### src/rtl/div_pkg_6.sv
// Shared types and default widths for the sequential restoring divider.
// Included by the divider top and its datapath step.
package div_pkg_6;
  localparam int DIVIDEND_W = 16;
  localparam int DIVISOR_W  = 8;

  typedef enum logic [1:0] {
    IDLE = 2'd0,
    CALC = 2'd1,
    DONE = 2'd2
  } state_t;

  localparam logic [DIVIDEND_W-1:0] QUOT_DBZ = '1;
endpackage

### src/rtl/div_step_6.sv
// One restoring shift-subtract step.
// Reusable as a stage of an unrolled divider.
module div_step_6 #(
  parameter int W = div_pkg_6::DIVISOR_W
) (
  input  logic [W-1:0] pr,
  input  logic         next_bit,
  input  logic [W-1:0] divisor,
  output logic [W-1:0] pr_next,
  output logic         q_bit
);
  logic [W:0]   w_t;
  logic [W-1:0] w_diff;

  assign w_t    = {pr, next_bit};
  // difference is below divisor when taken, so W bits suffice
  assign w_diff = w_t[W-1:0] - divisor;
  assign q_bit  = (w_t >= {1'b0, divisor});
  assign pr_next = q_bit ? w_diff : w_t[W-1:0];
endmodule

### src/rtl/div_seq_6.sv
// Iterative unsigned divider: one quotient bit per clock.
// Start/busy/rdy handshake; results held until the next start.
module div_seq_6 #(
  parameter int DIVIDEND_W = div_pkg_6::DIVIDEND_W,
  parameter int DIVISOR_W  = div_pkg_6::DIVISOR_W
) (
  input  logic                  clk,
  input  logic                  rst,
  input  logic                  en,
  input  logic [DIVIDEND_W-1:0] dividend,
  input  logic [DIVISOR_W-1:0]  divisor,
  output logic                  busy,
  output logic                  rdy,
  output logic [DIVIDEND_W-1:0] quotient,
  output logic [DIVISOR_W-1:0]  remainder,
  output logic                  div_by_zero
);
  import div_pkg_6::*;

  localparam int CNT_W = $clog2(DIVIDEND_W);

  state_t                r_state;
  logic [DIVIDEND_W-1:0] r_dvd;
  logic [DIVIDEND_W-1:0] r_q;
  logic [DIVISOR_W-1:0]  r_dvs;
  logic [DIVISOR_W-1:0]  r_pr;
  logic [CNT_W-1:0]      r_cnt;
  logic                  r_dbz;
  logic                  r_wait;
  logic                  r_rdy;
  logic [DIVIDEND_W-1:0] r_quot;
  logic [DIVISOR_W-1:0]  r_rem;
  logic                  r_dbz_o;

  logic [DIVISOR_W-1:0]  w_pr_next;
  logic                  w_q_bit;

  div_step_6 #(
    .W(DIVISOR_W)
  ) u_step (
    .pr      (r_pr),
    .next_bit(r_dvd[DIVIDEND_W-1]),
    .divisor (r_dvs),
    .pr_next (w_pr_next),
    .q_bit   (w_q_bit)
  );

  always_ff @(posedge clk) begin
    if (rst) begin
      r_state <= IDLE;
      r_dvd   <= '0;
      r_q     <= '0;
      r_dvs   <= '0;
      r_pr    <= '0;
      r_cnt   <= '0;
      r_dbz   <= 1'b0;
      r_wait  <= 1'b0;
      r_rdy   <= 1'b0;
      r_quot  <= '0;
      r_rem   <= '0;
      r_dbz_o <= 1'b0;
    end else begin
      r_rdy <= 1'b0;
      case (r_state)
        IDLE: begin
          if (en) begin
            r_dvd   <= dividend;
            r_dvs   <= divisor;
            r_pr    <= '0;
            r_cnt   <= CNT_W'(DIVIDEND_W - 1);
            r_dbz_o <= 1'b0;
            if (divisor == '0) begin
              r_q     <= QUOT_DBZ;
              r_dbz   <= 1'b1;
              r_wait  <= 1'b1;
              r_state <= DONE;
            end else begin
              r_q     <= '0;
              r_dbz   <= 1'b0;
              r_state <= CALC;
            end
          end
        end
        CALC: begin
          r_pr  <= w_pr_next;
          r_q   <= {r_q[DIVIDEND_W-2:0], w_q_bit};
          r_dvd <= {r_dvd[DIVIDEND_W-2:0], 1'b0};
          if (r_cnt == '0) begin
            r_state <= DONE;
          end else begin
            r_cnt <= r_cnt - 1'b1;
          end
        end
        DONE: begin
          // zero divisor lingers one extra cycle before reporting
          if (r_wait) begin
            r_wait <= 1'b0;
          end else begin
            r_quot  <= r_q;
            r_rem   <= r_pr;
            r_dbz_o <= r_dbz;
            r_rdy   <= 1'b1;
            r_state <= IDLE;
          end
        end
        default: r_state <= IDLE;
      endcase
    end
  end

  assign busy        = (r_state == CALC);
  assign rdy         = r_rdy;
  assign quotient    = r_quot;
  assign remainder   = r_rem;
  assign div_by_zero = r_dbz_o;
endmodule
### config.mk
export PLATFORM = sky130hd
export DESIGN_NAME = div_seq_6
export DESIGN_NICKNAME = d
export VERILOG_FILES = /design/src/rtl/div_pkg_6.sv /design/src/rtl/div_step_6.sv /design/src/rtl/div_seq_6.sv
export SDC_FILE = /design/constraint.sdc
export NUM_CORES = 1
export LEC_CHECK = 0
export BUFFER_PORTS_ARGS = -buffer_cell sky130_fd_sc_hd__buf_2
export CAP_MARGIN = 20
export CORE_MARGIN = 2
export CORE_UTILIZATION = 35
export CTS_BUF_LIST = sky130_fd_sc_hd__clkbuf_4
export DETAILED_ROUTE_END_ITERATION = 12
export HOLD_SLACK_MARGIN = 0.08
export PLACE_DENSITY = 0.54
export SETUP_SLACK_MARGIN = 0.4
export SKIP_CTS_REPAIR_TIMING = 1
export SLEW_MARGIN = 20
export SYNTH_ARGS = -nofsm -noshare
export SYNTH_HDL_FRONTEND = slang
export SYNTH_SLANG_ARGS = --single-unit
### constraint.sdc
create_clock -name clk -period 2.4 [get_ports clk]
set_input_delay 0.12 -clock clk [delete_from_list [all_inputs] [get_ports clk]]
set_output_delay 0.12 -clock clk [all_outputs]
set_load 0.02 [all_outputs]
==> results.toml, run 1 <==
[global_route]
antenna_found_initial = 0
grt_max_degree = 44
first_global_vias = 2949
grt_usage = 0.149
overflow = 0
grt_pass1_wl_um = 13900

[layout]
post-route-util = 0.436
drive_gt1_frac = 0.213
mostFrequentLayoutCell = "nand2_1"
layout_common_cells = "nand2_1, dfxtp_1, nor2_1"
synthToLayoutAreaGrowth_pct = 19.9
nNetsFinal = 559
antenna_cells = 0
fill_cells = 1066

[timing]
relSlewSlack = 0.573
tightest_slew_ns = 0.640
rsz0062_at_grt = "no"
fin_ws_ns = 0.527
finalCriticalPeriod_ns = 1.87
period_share = 0.781
setup_viol = 0
fin_setup_tns_ns = 0
slew_viol_final = 0
clock.fmax_mhz = 534
finalHoldViolCount = 0
skew_ns = 0.0158

[logic_synthesis]
ys_ff_latch = 82
synth_seq_area_share = 0.433
yosys.cell_types.count = 49
syn_nets = 492
syn_area_um2 = 3790
yosys_warnings = 0
netlist_instances = 455
syn_avg_cell_area_um2 = 8.33

[worst_setup_path]
required_ns = 2.28
r2r_slack_ns = 0.54
r2r.worst_path.cells = 7
rr_startpoint = "r_dvs[2]"
cp_slowest_cell = "dfxtp_1"
critPathLaunchType = "flop"
r2r-end = "r_pr[1]"
path_class = "reg2out"
slowest_delay_ns = 0.51
crit_fanout = 22
crit_buf_inv = 2
cp-end-kind = "output port"
crit_family = "buffers and inverters"
crit_chain = "nand2b_1 > inv_2 > buf_2"
worst-endpoint-arrival_ns = 1.75

[route]
ant_nets = 0
vias_per_cell = 4.94
dr_total_vias = 3274
drt_wl_total_um = 8710
drt-pass1-iter-count = 5
wire_per_inst_um = 13.1
drt_iter0_markers = 204
route.detailed.drc = 0

[die]
start_util = 0.364
design.core.area_um2 = 10400
ioPinCount = 54
die_h_um = 108
dieArea_um2 = 11700
rows = 37
fp.dieW_um = 108

[placed_design]
place_hpwl_um = 5770
gp_congestion = 0.907
pre_cts_slack_ns = 0.535
port_buffers = 53

[clock_network]
clk_pin_slew_ns = 0.13
cts_buffers = 9
cts_tree = "built"
cts-root-buf = "clkbuf_4"
insertion_delay_ns = 0.43
clkSinkCount = 82
htreeDepth = 3
cts.path.max_buffers = 2

[power_and_ir_drop]
pwr-share-clk = 0.307
internal_power_uw = 2300
pwr-share-seq = 0.455
p_comb_frac = 0.238
power_switching_uw = 1010
p_leak_uw = 0.00177
switching_share = 0.304
p_per_area_nw_per_um2 = 727
ir_drop_mv = 0.363

[job]
drv_cap = 0

[min_path]
hp-start = "en"
whs_path_depth = 3
whs_endpoint = "r_wait"
hp-class = "in2reg"

[run_status]
run_status = "complete, no violations"
layer usage:
metal | global-route usage | vias to the layer above | share of wire
met1 | 0.197 | 1524 | 0.48
met5 | 0 | - | 0
li1 | - | 1680 | -
met4 | 0.0586 | 0 | 0.011
met2 | 0.239 | 62 | 0.47
met3 | 0.0301 | 8 | 0.041
Yosys cell counts, drive strengths merged:
cell | n | area, µm²
nor2b | 5 | 31.3
or3b | 1 | 8.76
nand2b | 3 | 18.8
clkbuf | 9 | 33.8
xor2 | 2 | 17.5
a21oi | 43 | 234
o2111a | 2 | 22.5
o221ai | 1 | 15.0
xnor2 | 3 | 26.3
inv | 17 | 63.8
ha | 9 | 113
a31oi | 19 | 175
or4 | 2 | 22.5
dfxtp | 82 | 1640
a2bb2oi | 1 | 8.76
nor3 | 7 | 40.0
o2bb2a | 1 | 20.0
a311oi | 2 | 17.5
a22o | 3 | 26.3
nand2 | 98 | 383
o31ai | 1 | 12.5
fa | 1 | 20.0
and2b | 1 | 7.51
buf | 20 | 133
nand3 | 20 | 100
nor4 | 14 | 150
nor3b | 1 | 18.8
a211oi | 2 | 15.0
nand3b | 1 | 7.51
or2 | 2 | 12.5
a21o | 1 | 15.0
o211ai | 2 | 15.0
a22oi | 1 | 7.51
o21ai | 12 | 60.1
mux2i | 6 | 60.1
nor2 | 60 | 235
state kept, by name (all words and copies together) (netlist names):
name,cells
quotient,16
r_dvd,16
r_q,16
r_dvs,8
r_pr,8
remainder,8
r_cnt,4
r_state,2
div_by_zero,1
r_dbz,1
r_wait,1
rdy,1
power groups by stage:
stage | clock, µW | combinational [µW] | sequential [µW]
after global routing | 1090 | 875 | 1520
after CTS | 1040 | 755 | 1500
after global placement | 0 | 748 | 1530
after detailed placement | 0 | 752 | 1530
final | 1010 | 786 | 1500
after floorplan | 0 | 640 | 1520
kinds of logic (layout without fill, tap and decap cells):
logic type                 count (synthesis)  count (layout)  share of synthesized area
DFF                                       82              82                      0.433
AOI/OAI and AO/OA                         91              91                      0.170
and+or+nand+nor                          215             215                      0.273
buffers and inverters                     46             118                     0.0608
adders and majority gates                 10              10                     0.0350
xor gates and xnor gates                   5               5                     0.0116
muxes                                      6               6                     0.0159
worst register-to-register path, cell delays in order (launching register included):
cell	delay (ns)
dfxtp_1	0.35
inv_1	0.05
ha_1	0.36
a21oi_1	0.26
o21ai_1	0.12
a21o_4	0.28
mux2i_1	0.14
a22o_1	0.20
how the worst max path moves through the flow:
stage / start / end / slack [ns] / depth (start not counted)
global placement: r_dvd[15] / r_pr[6] / 0.58 / 8
CTS: r_pr[5] / r_pr[1] / 0.50 / 6
global route: r_state[0] / busy / 0.41 / 3
finish: r_state[0] / busy / 0.53 / 3
detailed placement: r_pr[5] / r_pr[1] / 0.53 / 6
floorplan: r_dvs[6] / r_pr[6] / 0.65 / 8
metrics by stage:
stage | instances | cell area, µm² | hold slack (ns) | power [µW]
after floorplan | 455 | 3790 | 0.256 | 2160
after global placement | 623 | 4120 | 0.375 | 2280
after detailed placement | 623 | 4120 | 0.381 | 2290
after CTS | 639 | 4300 | -0.0877 | 3290
after global routing | 663 | 4540 | 0.118 | 3480
final | 663 | 4540 | 0.0579 | 3300
layout make-up:
type | instances | area [µm²] | share of cell area
tap | 136 | 170 | 0.0375
multi-input combinational | 327 | 1920 | 0.423
inverter | 17 | 63.8 | 0.0140
timing repair buffer | 85 | 566 | 0.125
clock inverter | 6 | 105 | 0.0231
clock buffer | 10 | 75.1 | 0.0165
sequential | 82 | 1640 | 0.361
(Power assumes the default switching activity.)
==> run 2, diff against run 1 <==
clock period = 1.73 ns   (was 2.4 ns; I/O delays follow)
==> run 2 against run 1 <==
Register-to-register slack worse by 0.53 ns. Clock power about the same. Non-clock buffer count increased by 37. First-iteration DRC count decreased by 60%. Routed wire length increased by 19%. Final area increased by 25%. Via count grew 9.3%. Final cell count rose by 5.7%. Sequential share of layout area is 6.9 points lower. Largest cell class unchanged.
==> results.toml, run 2 (synthesis gave the netlist of run 1 again) <==
[die]
dieArea_um2 = 11700
ioPinCount = 54
design.core.area_um2 = 10400
fp.dieW_um = 108
start_util = 0.364
rows = 37
die_h_um = 108

[clock_network]
cts_buffers = 9
htreeDepth = 3
clk_pin_slew_ns = 0.14
cts_tree = "built"
cts.path.max_buffers = 2
cts-root-buf = "clkbuf_4"
insertion_delay_ns = 0.43
clkSinkCount = 82

[timing]
rsz0062_at_grt = "yes"
setup_viol = 0
tightest_slew_ns = 0.423
holdWs_ns = 0.0948
finalCriticalPeriod_ns = 1.72
skew_ns = 0.0192
slew_viol_final = 0
period_share = 0.995
finalHoldViolCount = 0
relSlewSlack = 0.718
fin_ws_ns = 0.00826
clock.fmax_mhz = 581

[worst_setup_path]
crit_buf_inv = 1
required_ns = 2.08
cp-end-kind = "flop"
cp_slowest_cell = "fa_2"
path_class = "reg2reg"
crit_fanout = 3
crit_family = "adder cells"
slowest_delay_ns = 0.37
cp.depth = 8
crit_chain = "inv_2 > ha_4 > fa_2 > nor2b_4 > o211ai_1 > mux2i_1 > o2111a_1 > o31ai_2"
critPathLaunchType = "flop"
r2r.worst_path.cells = 8
worst-endpoint-arrival_ns = 2.07

[power_and_ir_drop]
p_per_area_nw_per_um2 = 873
p_leak_uw = 0.00228
ir_drop_mv = 0.402

[route]
dr_total_vias = 3578
drt_iter0_markers = 81
drt-pass1-iter-count = 4
wl_met1_um = 4730
dr_wl_met3_um = 319
highest_layer = "met4"
route.detailed.drc = 0
vias_per_cell = 5.10
dr_wl_met2_um = 5070
wire_per_inst_um = 14.7
drt_wl_total_um = 10300
ant_nets = 0

[min_path]
hp-class = "in2reg"
whs_path_depth = 4

[layout]
drive_gt1_frac = 0.508
nNetsFinal = 597
antenna_cells = 0
synthToLayoutAreaGrowth_pct = 50.3
layout_common_cells = "dfxtp_1, nand2_1, buf_2"
fin_cells = 701
mostFrequentLayoutCell = "dfxtp_1"

[run_status]
run_status = "complete, no violations"

[job]
drv_cap = 0

[global_route]
antenna_found_initial = 0
grt_usage = 0.153
grt_max_degree = 28
grt_pass1_wl_um = 14200
overflow = 0
first_global_vias = 2975

[placed_design]
place_hpwl_um = 5980
placed_cells = 631
pre_cts_slack_ns = 0.0110
gp_congestion = 0.825
port_buffers = 53
[run 2: final cells by class]
class                      count  area (µm²)
clock inverter                 7        53.8
timing repair buffer         122        1000
fill                         960        4720
multi-input combinational    328        2660
clock buffer                   9        67.6
sequential                    82        1670
tap                          136         170
inverter                      17        71.3
[run 2: stage by stage]
step,setup TNS [ns],cell area (µm²),total power [µW],utilization
finish,0,5690,4970,0.547
global route,-0.122,5690,5230,0.547
CTS,-0.311,4430,4320,0.426
detailed placement,0,4310,3280,0.414
global placement,0,4310,3270,0.414
floorplan,0,3920,3070,-
[run 2: worst paths after layout]
check	startpoint	to	slack, ns
max	r_dvd[15]	r_pr[6]	0.008
max reg2reg	r_dvd[15]	r_pr[6]	0.008
min reg2reg	quotient[0]	quotient[0]	0.46
min	en	div_by_zero	0.09
[run 2: worst min-delay path, stage by stage]
cell	delay [ns]
buf_2	0.15
nor2_1	0.05
o21ai_0	0.13
a21oi_1	0.07
[run 2: report_power, final]
group | internal [µW] | switching, µW
combinational | 868 | 930
sequential | 2010 | 126
clock | 308 | 730
total | 3180 | 1790
[run 2: routing by layer]
metal  vias to the layer above  track usage
li1                       1771            -
met4                         0       0.0614
met1                      1722        0.207
met3                        17       0.0307
met5                         -            0
met2                        68        0.239
